<file path="src/rtl/keypad_pkg.sv">
// Shared types and constants for the keypad front end: FSM states, decode
// result codes and the key-line decoder.
package keypad_pkg;

  localparam int NUM_KEYS = 10;

  localparam logic [3:0] KEY_NONE  = 4'hF;
  localparam logic [3:0] KEY_MULTI = 4'hE;

  typedef enum logic [1:0] {
    IDLE,
    DEBOUNCE,
    PRESS,
    WAIT_RELEASE
  } kp_state_t;

  // Single key -> its index; no key -> KEY_NONE; two or more -> KEY_MULTI.
  function automatic logic [3:0] decode_keys(input logic [NUM_KEYS-1:0] keys);
    logic [3:0] code;
    int         hits;
    code = KEY_NONE;
    hits = 0;
    for (int i = 0; i < NUM_KEYS; i++) begin
      if (keys[i]) begin
        hits++;
        code = 4'(i);
      end
    end
    if (hits > 1) code = KEY_MULTI;
    return code;
  endfunction

endpackage

</file>
<file path="src/rtl/keypad_encoder_if.sv">
// Keypad encoder bus: raw key lines and lock in, BCD digit and load strobe out.
// The encoder takes the slave side; the keypad/timer environment is master.
interface keypad_encoder_if;
  import keypad_pkg::*;

  logic [NUM_KEYS-1:0] keypad;
  logic                lock;
  logic [3:0]          number;
  logic                loadn;
  logic                key_held;

  modport master (output keypad, lock, input number, loadn, key_held);
  modport slave  (input keypad, lock, output number, loadn, key_held);
endinterface

</file>
<file path="src/rtl/keypad_sync.sv">
// Generic N-bit two-flop synchroniser with asynchronous active-low clear.
module keypad_sync #(
  parameter int N = 1
) (
  input  logic         clock,
  input  logic         clearn,
  input  logic [N-1:0] d,
  output logic [N-1:0] q
);

  logic [N-1:0] meta;

  always_ff @(posedge clock or negedge clearn) begin
    if (!clearn) begin
      meta <= '0;
      q    <= '0;
    end else begin
      meta <= d;
      q    <= meta;
    end
  end

endmodule

</file>
<file path="src/rtl/keypad_encoder.sv">
// Keypad encoder: sync, debounce, multi-key reject, one loadn strobe per press.
// Optional auto-repeat while a key is held: define KEYPAD_AUTOREPEAT_EN.
//
// state        | meaning
// IDLE         | no key accepted, waiting for a single clean key
// DEBOUNCE     | counting consecutive stable samples of code_reg
// PRESS        | press accepted, strobe issued on the following cycle
// WAIT_RELEASE | waiting for DEBOUNCE_CYCLES consecutive no-key samples
module keypad_encoder
  import keypad_pkg::*;
#(
  parameter int DEBOUNCE_CYCLES = 4
`ifdef KEYPAD_AUTOREPEAT_EN
  ,
  parameter int REPEAT_CYCLES   = 16
`endif
) (
  input  logic             clock,
  input  logic             clearn,
  keypad_encoder_if.slave  bus
);

  localparam logic [7:0] DB_LAST = 8'(DEBOUNCE_CYCLES - 1);

  logic [NUM_KEYS-1:0] ks;
  logic [3:0]          ks_code;
  logic                ks_valid;

  kp_state_t  state, state_next;
  logic [7:0] cnt, cnt_next;
  logic [3:0] code_reg, code_next;
  logic       rep_fire;
  logic       strobe;

  keypad_sync #(.N(NUM_KEYS)) u_sync (
    .clock  (clock),
    .clearn (clearn),
    .d      (bus.keypad),
    .q      (ks)
  );

  assign ks_code  = decode_keys(ks);
  assign ks_valid = (ks_code != KEY_NONE) && (ks_code != KEY_MULTI);

  // cnt doubles as the press-debounce and release-debounce counter
  always_comb begin
    state_next = state;
    cnt_next   = cnt;
    code_next  = code_reg;
    case (state)
      IDLE: begin
        if (!bus.lock && ks_valid) begin
          code_next  = ks_code;
          cnt_next   = 8'd1;
          state_next = (DEBOUNCE_CYCLES == 1) ? PRESS : DEBOUNCE;
        end
      end
      DEBOUNCE: begin
        if (bus.lock) begin
          state_next = WAIT_RELEASE;
          cnt_next   = '0;
        end else if (ks_code == code_reg) begin
          if (cnt >= DB_LAST) state_next = PRESS;
          else                cnt_next   = cnt + 8'd1;
        end else begin
          state_next = IDLE;
          cnt_next   = '0;
        end
      end
      PRESS: begin
        state_next = WAIT_RELEASE;
        cnt_next   = '0;
      end
      WAIT_RELEASE: begin
        if (ks_code == KEY_NONE) begin
          if (cnt >= DB_LAST) begin
            state_next = IDLE;
            cnt_next   = '0;
          end else begin
            cnt_next = cnt + 8'd1;
          end
        end else begin
          cnt_next = '0;
        end
      end
      default: begin
        state_next = IDLE;
        cnt_next   = '0;
      end
    endcase
  end

`ifdef KEYPAD_AUTOREPEAT_EN
  localparam logic [9:0] REP_LAST = 10'(REPEAT_CYCLES);

  logic [9:0] rep_cnt;
  logic       rep_hold;

  assign rep_hold = (state == WAIT_RELEASE) && !bus.lock && (ks_code == code_reg);
  assign rep_fire = rep_hold && (rep_cnt == REP_LAST);

  always_ff @(posedge clock or negedge clearn) begin
    if (!clearn)                  rep_cnt <= '0;
    else if (!rep_hold || rep_fire) rep_cnt <= '0;
    else                          rep_cnt <= rep_cnt + 10'd1;
  end
`else
  assign rep_fire = 1'b0;
`endif

  assign strobe = (state == PRESS) || rep_fire;

  always_ff @(posedge clock or negedge clearn) begin
    if (!clearn) begin
      state        <= IDLE;
      cnt          <= '0;
      code_reg     <= '0;
      bus.number   <= '0;
      bus.loadn    <= 1'b1;
      bus.key_held <= 1'b0;
    end else begin
      state        <= state_next;
      cnt          <= cnt_next;
      code_reg     <= code_next;
      bus.loadn    <= !strobe;
      bus.key_held <= (state_next != IDLE);
      if (strobe) bus.number <= code_reg;
    end
  end

endmodule

</file>
<file path="src/flat_wrapper.sv">
// flat-port wrapper written by rule: the top's interface ports become plain ports
module keypad_encoder_flat import keypad_pkg::*;
#(
  parameter int DEBOUNCE_CYCLES = 4

)
  (clock, clearn, bus_keypad, bus_lock, bus_number, bus_loadn, bus_key_held);
  keypad_encoder_if bus_i ();
  input  logic clock;
  input  logic clearn;
  input wire logic [$bits(bus_i.keypad)-1:0] bus_keypad;
  input wire logic [$bits(bus_i.lock)-1:0] bus_lock;
  output wire logic [$bits(bus_i.number)-1:0] bus_number;
  output wire logic [$bits(bus_i.loadn)-1:0] bus_loadn;
  output wire logic [$bits(bus_i.key_held)-1:0] bus_key_held;
  assign bus_i.keypad = bus_keypad;
  assign bus_i.lock = bus_lock;
  assign bus_number = bus_i.number;
  assign bus_loadn = bus_i.loadn;
  assign bus_key_held = bus_i.key_held;
  keypad_encoder #(.DEBOUNCE_CYCLES(DEBOUNCE_CYCLES)) u_core (.clock(clock), .clearn(clearn), .bus(bus_i));
endmodule
</file>
<file path="config.mk">
export PLATFORM = sky130hd
export DESIGN_NAME = keypad_encoder_flat
export DESIGN_NICKNAME = d
export VERILOG_FILES = /design/src/rtl/keypad_pkg.sv /design/src/rtl/keypad_encoder_if.sv /design/src/rtl/keypad_sync.sv /design/src/rtl/keypad_encoder.sv /design/src/flat_wrapper.sv
export SDC_FILE = /design/constraint.sdc
export NUM_CORES = 1
export LEC_CHECK = 0
export ABC_AREA = 1
export CAP_MARGIN = 30
export CORE_MARGIN = 2
export CORE_UTILIZATION = 45
export DETAILED_ROUTE_END_ITERATION = 10
export DONT_BUFFER_PORTS = 1
export GPL_ROUTABILITY_DRIVEN = 0
export PLACE_DENSITY = 0.7
export SYNTH_ARGS = -nofsm -noshare
export SYNTH_HDL_FRONTEND = slang
export SYNTH_HIERARCHICAL = 1
export SYNTH_SLANG_ARGS = --single-unit
</file>
<file path="constraint.sdc">
create_clock -name clock -period 10.1 [get_ports clock]
set_input_delay 1.01 -clock clock [delete_from_list [all_inputs] [get_ports clock]]
set_output_delay 1.01 -clock clock [all_outputs]
set_load 0.02 [all_outputs]
</file>
==> reports/metrics.cfg, run 1 <==
[yosys]
synthesis.area_mm2=0.00257
syn_avg_cell_area_um2=7.88
synth_flop_cell=dfrtp_1
yosys.area.top_type=dfrtp_1
yosys_warnings=6
yosysMostFrequentCell=nand2_1
synth-edff-count=0
ys_ff_latch=40
ys_async_sr_fraction=1.00
synthTopCellsByCount=nand2_1, inv_1, dfrtp_1
synth_top_area_share=0.380
synth_nets=351
ys_seq_area_frac=0.390
yosys-top-cells-area=dfrtp_1, nand2_1, inv_1, nand3_1, ha_1
ys_types=35
syn_inst=326

[detailed_routing]
finalWirelength_um=4260
wl_met2_um=2030
drt_iter0_drc=63
ant_nets=0
routedLengthMet1_um=2050
vias=1988
dr_wl_met3_um=154
wire_per_inst_um=10.5
top_layer=met4
drc=0
drtPass1Iterations=4
via_per_inst=4.92

[finish]
layout.area.seq_mm2=0.00100
reg_top3=u_core/u_sync/meta (10), u_core/u_sync/q (10), u_core/cnt (8)
area.growth.synth_to_final_pct=7.40
postLayoutCellArea_mm2=0.00276
num-fill-cells=529
final_util=0.501
multiInputGateArea_mm2=0.00136
fin_nets=356
drive_gt1_frac=0.202
antennaDiodeCount=0

[power_and_ir_drop]
powerDensity_mw_per_mm2=177
ir_drop_mv=0.129
p_leak_nw=1.43

[clocking]
clk-insertion-delay-late_ns=0.28
cts_sinks=40
clockRootBuffer=clkbuf_8
clkTransAtPathRegs_ns=0.08
cts_setup_buffers=0
cts_max_level=2
cts_buffers=5
cts_tree=done
cts-hold-fix-buffers=0
cts-resized-gates=0
clockBufferDepth=2

[worst_setup_path]
critPathMaxStageDelay_ns=0.40
cp_max_fo=9
slowest_stage=dfrtp_1
startpoint_type=register
r2r_setup_slack_ns=3.67
end_kind=register
reg2reg_depth=38
crit_type=register to register
timing.rr.start=u_core/u_sync/q[0]$_DFF_PN0_
regToRegEndpoint=u_core/cnt[1]$_DFFE_PN0P_
cp.arrival_ns=6.61
cp_common_cell=nand2_1
cp.required_ns=10.28

[floorplan]
coreArea_mm2=0.00551
rows=27
die_w_um=79.6
die_area_mm2=0.00633
die_y_um=79.6
start_util=0.466
io_pins=19

[sta]
slew_viol_final=0
fmax_mhz=156
rsz0062_at_grt=false
slew_headroom=0.732
tightest_slew_ns=0.399
finalSetupViolCount=0
fin_skew_ns=0.00538
finalSetupTns_ns=0
post-route-period-util=0.636
hold_viol=0
fin_crit_ns=6.43

[worst_hold_path]
hold_depth=0
whs_endpoint=u_core/u_sync/q[0]$_DFF_PN0_
hp-start=u_core/u_sync/meta[0]$_DFF_PN0_
hold_class=register to register

[place]
dpl_cell_area_mm2=0.00264
dp.final_hpwl_um=3410
portBuffers=0

[grt]
overflow=0
grt_antenna_before_repair=0
track_usage=0.148
grt_pass1_wl_um=7620
grt_max_degree=41
first_global_vias=1892

[run]
maxCapViolations=0

[run_status]
outcome=complete, no violations

[through the flow]
step / hold WS [ns] / cells / power, mW / setup slack (ns)
CTS: 0.352 / 404 / 0.492 / 3.65
global placement: 0.332 / 396 / 0.356 / 3.88
global route: 0.358 / 404 / 0.521 / 3.13
floorplan: 0.331 / 326 / 0.337 / 4.22
finish: 0.352 / 404 / 0.487 / 3.67
detailed placement: 0.335 / 396 / 0.361 / 3.68
[cell families after synthesis]
group           count (synthesis)  share of synthesized area
fa+ha+maj                      12                     0.0584
compound gates                 32                     0.0765
buf+inv                        52                     0.0799
simple gates                  190                      0.395
flops                          40                      0.390
[worst max-delay path by stage]
stage                                            start  slack [ns]                        end
final                     u_core/u_sync/q[0]$_DFF_PN0_        3.67  u_core/cnt[1]$_DFFE_PN0P_
after global routing      u_core/u_sync/q[0]$_DFF_PN0_        3.13  u_core/cnt[1]$_DFFE_PN0P_
after CTS                 u_core/u_sync/q[0]$_DFF_PN0_        3.65  u_core/cnt[1]$_DFFE_PN0P_
after detailed placement  u_core/u_sync/q[0]$_DFF_PN0_        3.68  u_core/cnt[1]$_DFFE_PN0P_
after global placement    u_core/u_sync/q[0]$_DFF_PN0_        3.88  u_core/cnt[1]$_DFFE_PN0P_
after floorplan           u_core/u_sync/q[0]$_DFF_PN0_        4.22  u_core/cnt[0]$_DFFE_PN0P_
[power by group]
| group | internal, mW | switching [mW] |
|---|---|---|
| clock network | 0.0743 | 0.0545 |
| logic | 0.0509 | 0.0959 |
| registers | 0.183 | 0.0286 |
| total | 0.308 | 0.179 |
[worst max-delay path, delay by kind of cell, from the launching register on]
family          cells  cell delay, ns
flops               1            0.40
simple gates       24            3.23
buf+inv             5            0.31
fa+ha+maj           7            2.10
compound gates      2            0.24
[final cells by class]
type                            instances  area share
Multi-Input combinational cell        234       0.493
Sequential cell                        40       0.363
Inverter                               50      0.0689
Tap cell                               72      0.0327
Clock buffer                            5      0.0249
Clock inverter                          3      0.0168
[cells in the final DEF (no fill, tap or decap), types with 3 or more instances in the layout]
cell type   n
nand2_1    76
inv_1      44
dfrtp_1    39
nand3_1    31
nand2_2    23
nor2_1     18
ha_1       12
o21ai_0    11
nand3_2     8
nor2_2      6
nand4_1     6
a21oi_1     6
a21boi_1    6
clkbuf_8    5
nor2_4      5
nand2_4     4
or2_2       3
inv_2       3
a21oi_2     3
nor3_1      3
[layer usage]
layer / track usage / vias to the layer above
met2: 0.257 / 29
met3: 0.0305 / 2
met4: 0.0552 / 0
met5: 0 / -
met1: 0.181 / 907
li1: - / 1050
(Power assumes the default switching activity.)
==> run 2: changes to the inputs <==
- clock period: 10.1 -> 6 ns (I/O delays scaled with it)
==> run 2 against run 1 <==
Via count is 24% higher; setup slack worse by 3.6 ns; utilization is 16 points higher; first-iteration DRC count is 110% higher; critical path type unchanged; critical endpoint unchanged; final cell count is 17% higher.
==> reports/metrics.cfg, run 2 (synthesis results as in run 1) <==
[run_status]
outcome=complete, no violations  ; unchanged

[worst_setup_path]
cp.required_ns=6.22  ; was 10.28 ns
cp_common_cell=buf_4  ; was nand2_1
end_kind=register  ; unchanged
regToRegEndpoint=u_core/cnt[1]$_DFFE_PN0P_  ; unchanged
cp_num_buf_inv=23  ; was 5
crit_type=register to register  ; unchanged
r2r_setup_slack_ns=0.09  ; was 3.67 ns
reg2reg_depth=50  ; was 38
cpLargestDelayFamily=buffers and inverters  ; was simple AND/OR/NAND/NOR gates
critPathMaxStageDelay_ns=0.40  ; about the same
timing.rr.start=u_core/u_sync/q[0]$_DFF_PN0_  ; unchanged
slowest_stage=dfrtp_1  ; unchanged
cp.arrival_ns=6.13  ; was 6.61 ns
startpoint_type=register  ; unchanged
cp.depth=50  ; was 38
cp_max_fo=6  ; was 9

[grt]
grt_antenna_before_repair=0  ; unchanged
overflow=0  ; unchanged
grt_pass1_wl_um=9560  ; was 7620 µm
first_global_vias=2294  ; was 1,892
grt_max_degree=40  ; was 41
track_usage=0.192  ; was 0.148

[floorplan]
start_util=0.466  ; unchanged
die_y_um=79.6  ; unchanged
die_area_mm2=0.00633  ; unchanged
io_pins=19  ; unchanged
coreArea_mm2=0.00551  ; unchanged
rows=27  ; unchanged
die_w_um=79.6  ; unchanged

[sta]
fin_crit_ns=5.91  ; was 6.43 ns
finalSetupViolCount=0  ; unchanged
slew_headroom=0.517  ; was 0.732
tightest_slew_ns=0.719  ; was 0.399 ns
fin_skew_ns=0.0119  ; was 0.00538 ns
finalSetupTns_ns=0  ; unchanged
hold_viol=0  ; unchanged
post-route-period-util=0.986  ; was 0.636
setup_ws_ns=0.0858  ; was 3.67 ns
fmax_mhz=169  ; was 156 MHz
slew_viol_final=0  ; unchanged

[finish]
fin_nets=426  ; was 356
final_cell_mix=buf_4, nand2_1, dfrtp_1  ; was nand2_1, inv_1, dfrtp_1
layout.area.seq_mm2=0.00100  ; unchanged
multiInputGateArea_mm2=0.00172  ; was 0.00136 mm²
final_util=0.662  ; was 0.501
reg_top3=u_core/u_sync/meta (10), u_core/u_sync/q (10), u_core/cnt (8)  ; unchanged
area.growth.synth_to_final_pct=41.8  ; was 7.40%
antennaDiodeCount=0  ; unchanged
drive_gt1_frac=0.475  ; was 0.202
num-fill-cells=369  ; was 529
postLayoutCellArea_mm2=0.00364  ; was 0.00276 mm²
final_common_cell=buf_4  ; was nand2_1

[power_and_ir_drop]
powerDensity_mw_per_mm2=278  ; was 177 mW/mm²
p_leak_nw=1.83  ; was 1.43 nW
power_mw=1.01  ; was 487 µW
ir_drop_mv=0.218  ; was 0.129 mV

[place]
place_ws_ns=-0.108  ; was 3.68 ns
portBuffers=0  ; unchanged
dpl_cell_area_mm2=0.00272  ; was 0.00264 mm²
dp.final_hpwl_um=3460  ; was 3410 µm

[clocking]
clockRootBuffer=clkbuf_8  ; unchanged
clkTransAtPathRegs_ns=0.08  ; about the same
cts_max_level=2  ; unchanged
cts_tree=done  ; unchanged
clk-insertion-delay-late_ns=0.29  ; was 0.28 ns
cts_sinks=40  ; unchanged
clockBufferDepth=2  ; unchanged
cts_buffers=5  ; unchanged

[run]
maxCapViolations=0  ; unchanged

[detailed_routing]
drt_iter0_drc=131  ; was 63
ant_nets=0  ; unchanged
wire_per_inst_um=14.6  ; was 10.5 µm
drc=0  ; unchanged
finalWirelength_um=6920  ; was 4260 µm
via_per_inst=5.21  ; was 4.92
drtPass1Iterations=4  ; unchanged
vias=2471  ; was 1,988

[worst_hold_path]
hold_class=input port to async pin  ; was register to register

## run 2: layer usage
metal  part of all wire  track usage  vias to the layer above
li1                   -            -                     1197
met1               0.40        0.217                     1170
met2               0.52        0.334                       84
met3              0.051       0.0486                       20
met4              0.031       0.0966                        0
met5                  0            0                        -
## run 2: layout make-up
type,count,share of cell area
clock buffer,5,0.0189
sequential,40,0.275
multi-input combinational,235,0.472
tap,72,0.0247
timing repair buffer,69,0.151
clock inverter,3,0.00515
inverter,50,0.0536
## run 2: worst register-to-register path, delay by kind of cell (launching register included)
family | cells | cell delay (ns)
buf+inv | 23 | 2.71
fa+ha+maj | 2 | 0.36
flops | 1 | 0.40
simple gates | 23 | 2.13
compound gates | 2 | 0.23
## run 2: power by group
group | total, mW | internal, mW | switching (mW) | leakage, nW
Combinational | 0.488 | 0.225 | 0.264 | 1.31
Sequential | 0.358 | 0.308 | 0.0491 | 0.479
Clock | 0.169 | 0.0808 | 0.0878 | 0.0479
## run 2: timing repair
action / 4_1_cts / 5_1_grt
buffers inserted: 49 / 11
cloned: 1 / 0
setup endpoints to repair: 14 / 15
hold buffers: 1 / 0
endpoints found under the hold margin: 39 / 0
pin swaps: 12 / 43
gates resized for setup: 16 / 70
## run 2: metrics by stage
step,instances,hold WS [ns]
2_1_floorplan,326,0.304
4_1_cts,465,0.129
3_3_place_gp,406,0.305
5_1_grt,474,0.117
6_report,474,0.131
3_5_place_dp,406,0.305
## run 2: worst max-delay path by stage
stage / startpoint / to / slack [ns]
3_5_place_dp: u_core/u_sync/q[1]$_DFF_PN0_ / u_core/cnt[0]$_DFFE_PN0P_ / -0.11
6_report: u_core/u_sync/q[0]$_DFF_PN0_ / u_core/cnt[1]$_DFFE_PN0P_ / 0.09
4_1_cts: u_core/u_sync/q[0]$_DFF_PN0_ / u_core/cnt[1]$_DFFE_PN0P_ / 0.04
5_1_grt: u_core/u_sync/q[1]$_DFF_PN0_ / u_core/cnt[1]$_DFFE_PN0P_ / -0.17
2_1_floorplan: u_core/u_sync/q[0]$_DFF_PN0_ / u_core/cnt[0]$_DFFE_PN0P_ / 0.12
3_3_place_gp: u_core/u_sync/q[1]$_DFF_PN0_ / u_core/cnt[0]$_DFFE_PN0P_ / -0.03
==> run 3: changes to the inputs <==
- DONT_BUFFER_PORTS: 1 -> not set
- PLACE_DENSITY: 0.7 -> 0.74
==> run 3 against run 2 <==
Clock power up 25%; utilization down 1.2 points; design area down 1.9%; global-route usage down 0.82 points; power up 2.4%; sequential share of layout area up 0.52 points; largest cell class unchanged; highest routed layer unchanged.
==> reports/metrics.cfg, run 3 (synthesis results as in run 1) <==
[finish]
final_util=0.649  ; was 0.662
num-fill-cells=417  ; was 369
antennaDiodeCount=0  ; unchanged
area.growth.synth_to_final_pct=39.2  ; was 41.8%
fin_nets=418  ; was 426
final_cell_mix=nand2_1, dfrtp_1, buf_4  ; was buf_4, nand2_1, dfrtp_1
reg_top3=u_core/u_sync/meta (10), u_core/u_sync/q (10), u_core/cnt (8)  ; unchanged
drive_gt1_frac=0.424  ; was 0.475
final_common_cell=nand2_1  ; was buf_4

[power_and_ir_drop]
ir_drop_mv=0.230  ; was 0.218 mV
p_leak_nw=1.77  ; was 1.83 nW
powerDensity_mw_per_mm2=291  ; was 278 mW/mm²

[detailed_routing]
drtPass1Iterations=5  ; was 4
wire_per_inst_um=13.6  ; was 14.6 µm
ant_nets=0  ; unchanged
vias=2439  ; was 2,471
via_per_inst=5.23  ; was 5.21
drt_iter0_drc=105  ; was 131
finalWirelength_um=6340  ; was 6920 µm
drc=0  ; unchanged

[worst_setup_path]
cp.arrival_ns=6.13  ; about the same
cp_num_buf_inv=9  ; was 23
cp_common_cell=nand2_2  ; was buf_4
startpoint_type=register  ; unchanged
slowest_stage=dfrtp_1  ; unchanged
cp.required_ns=6.22  ; about the same
critPathMaxStageDelay_ns=0.39  ; was 0.40 ns
end_kind=register  ; unchanged
cpLargestDelayFamily=simple AND/OR/NAND/NOR gates  ; was buffers and inverters
crit_type=register to register  ; unchanged
cp_max_fo=6  ; unchanged

[floorplan]
die_w_um=79.6  ; unchanged
coreArea_mm2=0.00551  ; unchanged
start_util=0.466  ; unchanged
die_y_um=79.6  ; unchanged
io_pins=19  ; unchanged
rows=27  ; unchanged
die_area_mm2=0.00633  ; unchanged

[grt]
grt_pass1_wl_um=9300  ; was 9560 µm
grt_antenna_before_repair=0  ; unchanged
grt_max_degree=41  ; was 40
overflow=0  ; unchanged
first_global_vias=2239  ; was 2,294
track_usage=0.184  ; was 0.192

[clocking]
clk-insertion-delay-late_ns=0.29  ; about the same
cts_tree=done  ; unchanged
clkTransAtPathRegs_ns=0.07  ; was 0.08 ns
cts_sinks=40  ; unchanged
clockBufferDepth=2  ; unchanged
cts-hold-fix-buffers=0  ; was 1
cts_max_level=2  ; unchanged
clockRootBuffer=clkbuf_8  ; unchanged
cts_buffers=5  ; unchanged

[sta]
finalSetupTns_ns=0  ; unchanged
post-route-period-util=0.985  ; was 0.986
fmax_mhz=169  ; about the same
slew_headroom=0.431  ; was 0.517
tightest_slew_ns=0.847  ; was 0.719 ns
finalSetupViolCount=0  ; unchanged
fin_skew_ns=0.00587  ; was 0.0119 ns
hold_viol=0  ; unchanged
fin_crit_ns=5.91  ; about the same
slew_viol_final=0  ; unchanged

[run]
maxCapViolations=0  ; unchanged

[place]
dp.final_hpwl_um=3630  ; was 3460 µm
portBuffers=18  ; was 0

[run_status]
outcome=complete, no violations  ; unchanged

[worst_hold_path]
hold_class=register to register  ; was input port to async pin

run 3: routing by layer:
layer	global-route usage	part of all wire	vias to the layer above
met5	0	0	-
met4	0.0655	0.037	0
met3	0.0283	0.033	28
met2	0.334	0.55	83
met1	0.219	0.38	1151
li1	-	-	1177
run 3: path summary, 6_finish.rpt:
path / startpoint / endpoint / slack, ns / cells after the start
min in group asynchronous: clearn / u_core/cnt[0]$_DFFE_PN0P_ / 0.39 / 1
max: u_core/u_sync/q[1]$_DFF_PN0_ / u_core/cnt[0]$_DFFE_PN0P_ / 0.09 / 44
max in group asynchronous: clearn / u_core/u_sync/q[3]$_DFF_PN0_ / 5.07 / 1
min reg2reg: u_core/u_sync/meta[0]$_DFF_PN0_ / u_core/u_sync/q[0]$_DFF_PN0_ / 0.35 / 0
max reg2reg: u_core/u_sync/q[1]$_DFF_PN0_ / u_core/cnt[0]$_DFFE_PN0P_ / 0.09 / 44
min: u_core/u_sync/meta[0]$_DFF_PN0_ / u_core/u_sync/q[0]$_DFF_PN0_ / 0.35 / 0
run 3: worst register-to-register path: cells and delay by family, from the launching register on:
family / cells / cell delay [ns]
AND/OR/NAND/NOR: 27 / 2.90
adder cells (fa/ha/maj): 6 / 1.31
buffers and inverters: 9 / 0.96
flip-flops: 1 / 0.39
AO/OA/AOI/OAI: 2 / 0.28
run 3: layout make-up:
class / instances / area, µm² / area share
clock inverter: 3 / 42.5 / 0.0119
sequential: 40 / 1000 / 0.280
tap: 72 / 90.1 / 0.0252
clock buffer: 5 / 68.8 / 0.0192
inverter: 50 / 193 / 0.0539
multi-input combinational: 235 / 1670 / 0.466
timing repair buffer: 61 / 513 / 0.143
run 3: where the power goes:
| group | total [mW] | switching [mW] | leakage, nW | internal (mW) |
|---|---|---|---|---|
| clock network | 0.211 | 0.0885 | 0.0541 | 0.123 |
| logic | 0.493 | 0.269 | 1.24 | 0.224 |
| registers | 0.335 | 0.0266 | 0.479 | 0.308 |
| total | 1.04 | 0.384 | 1.77 | 0.655 |
run 3: through the flow:
stage          worst slack (ns)  std cells  total power [mW]  hold WS [ns]  area, µm²
5_1_grt                  -0.202        466              1.11         0.360       3580
6_report                 0.0927        466              1.04         0.349       3580
4_1_cts                 0.00621        460             0.955         0.353       3280
3_3_place_gp             0.0952        424             0.656         0.331       2890
2_1_floorplan             0.117        326             0.567         0.304       2570
3_5_place_dp             -0.122        424             0.668         0.336       2890
run 3: repair_timing:
action / 4_1_cts / 5_1_grt
endpoints found under the setup margin: 15 / 15
pin swaps: 15 / 31
hold endpoints to repair: 0 / 0
resized for setup: 15 / 60
buffers inserted: 27 / 6
gates cloned: 1 / 0
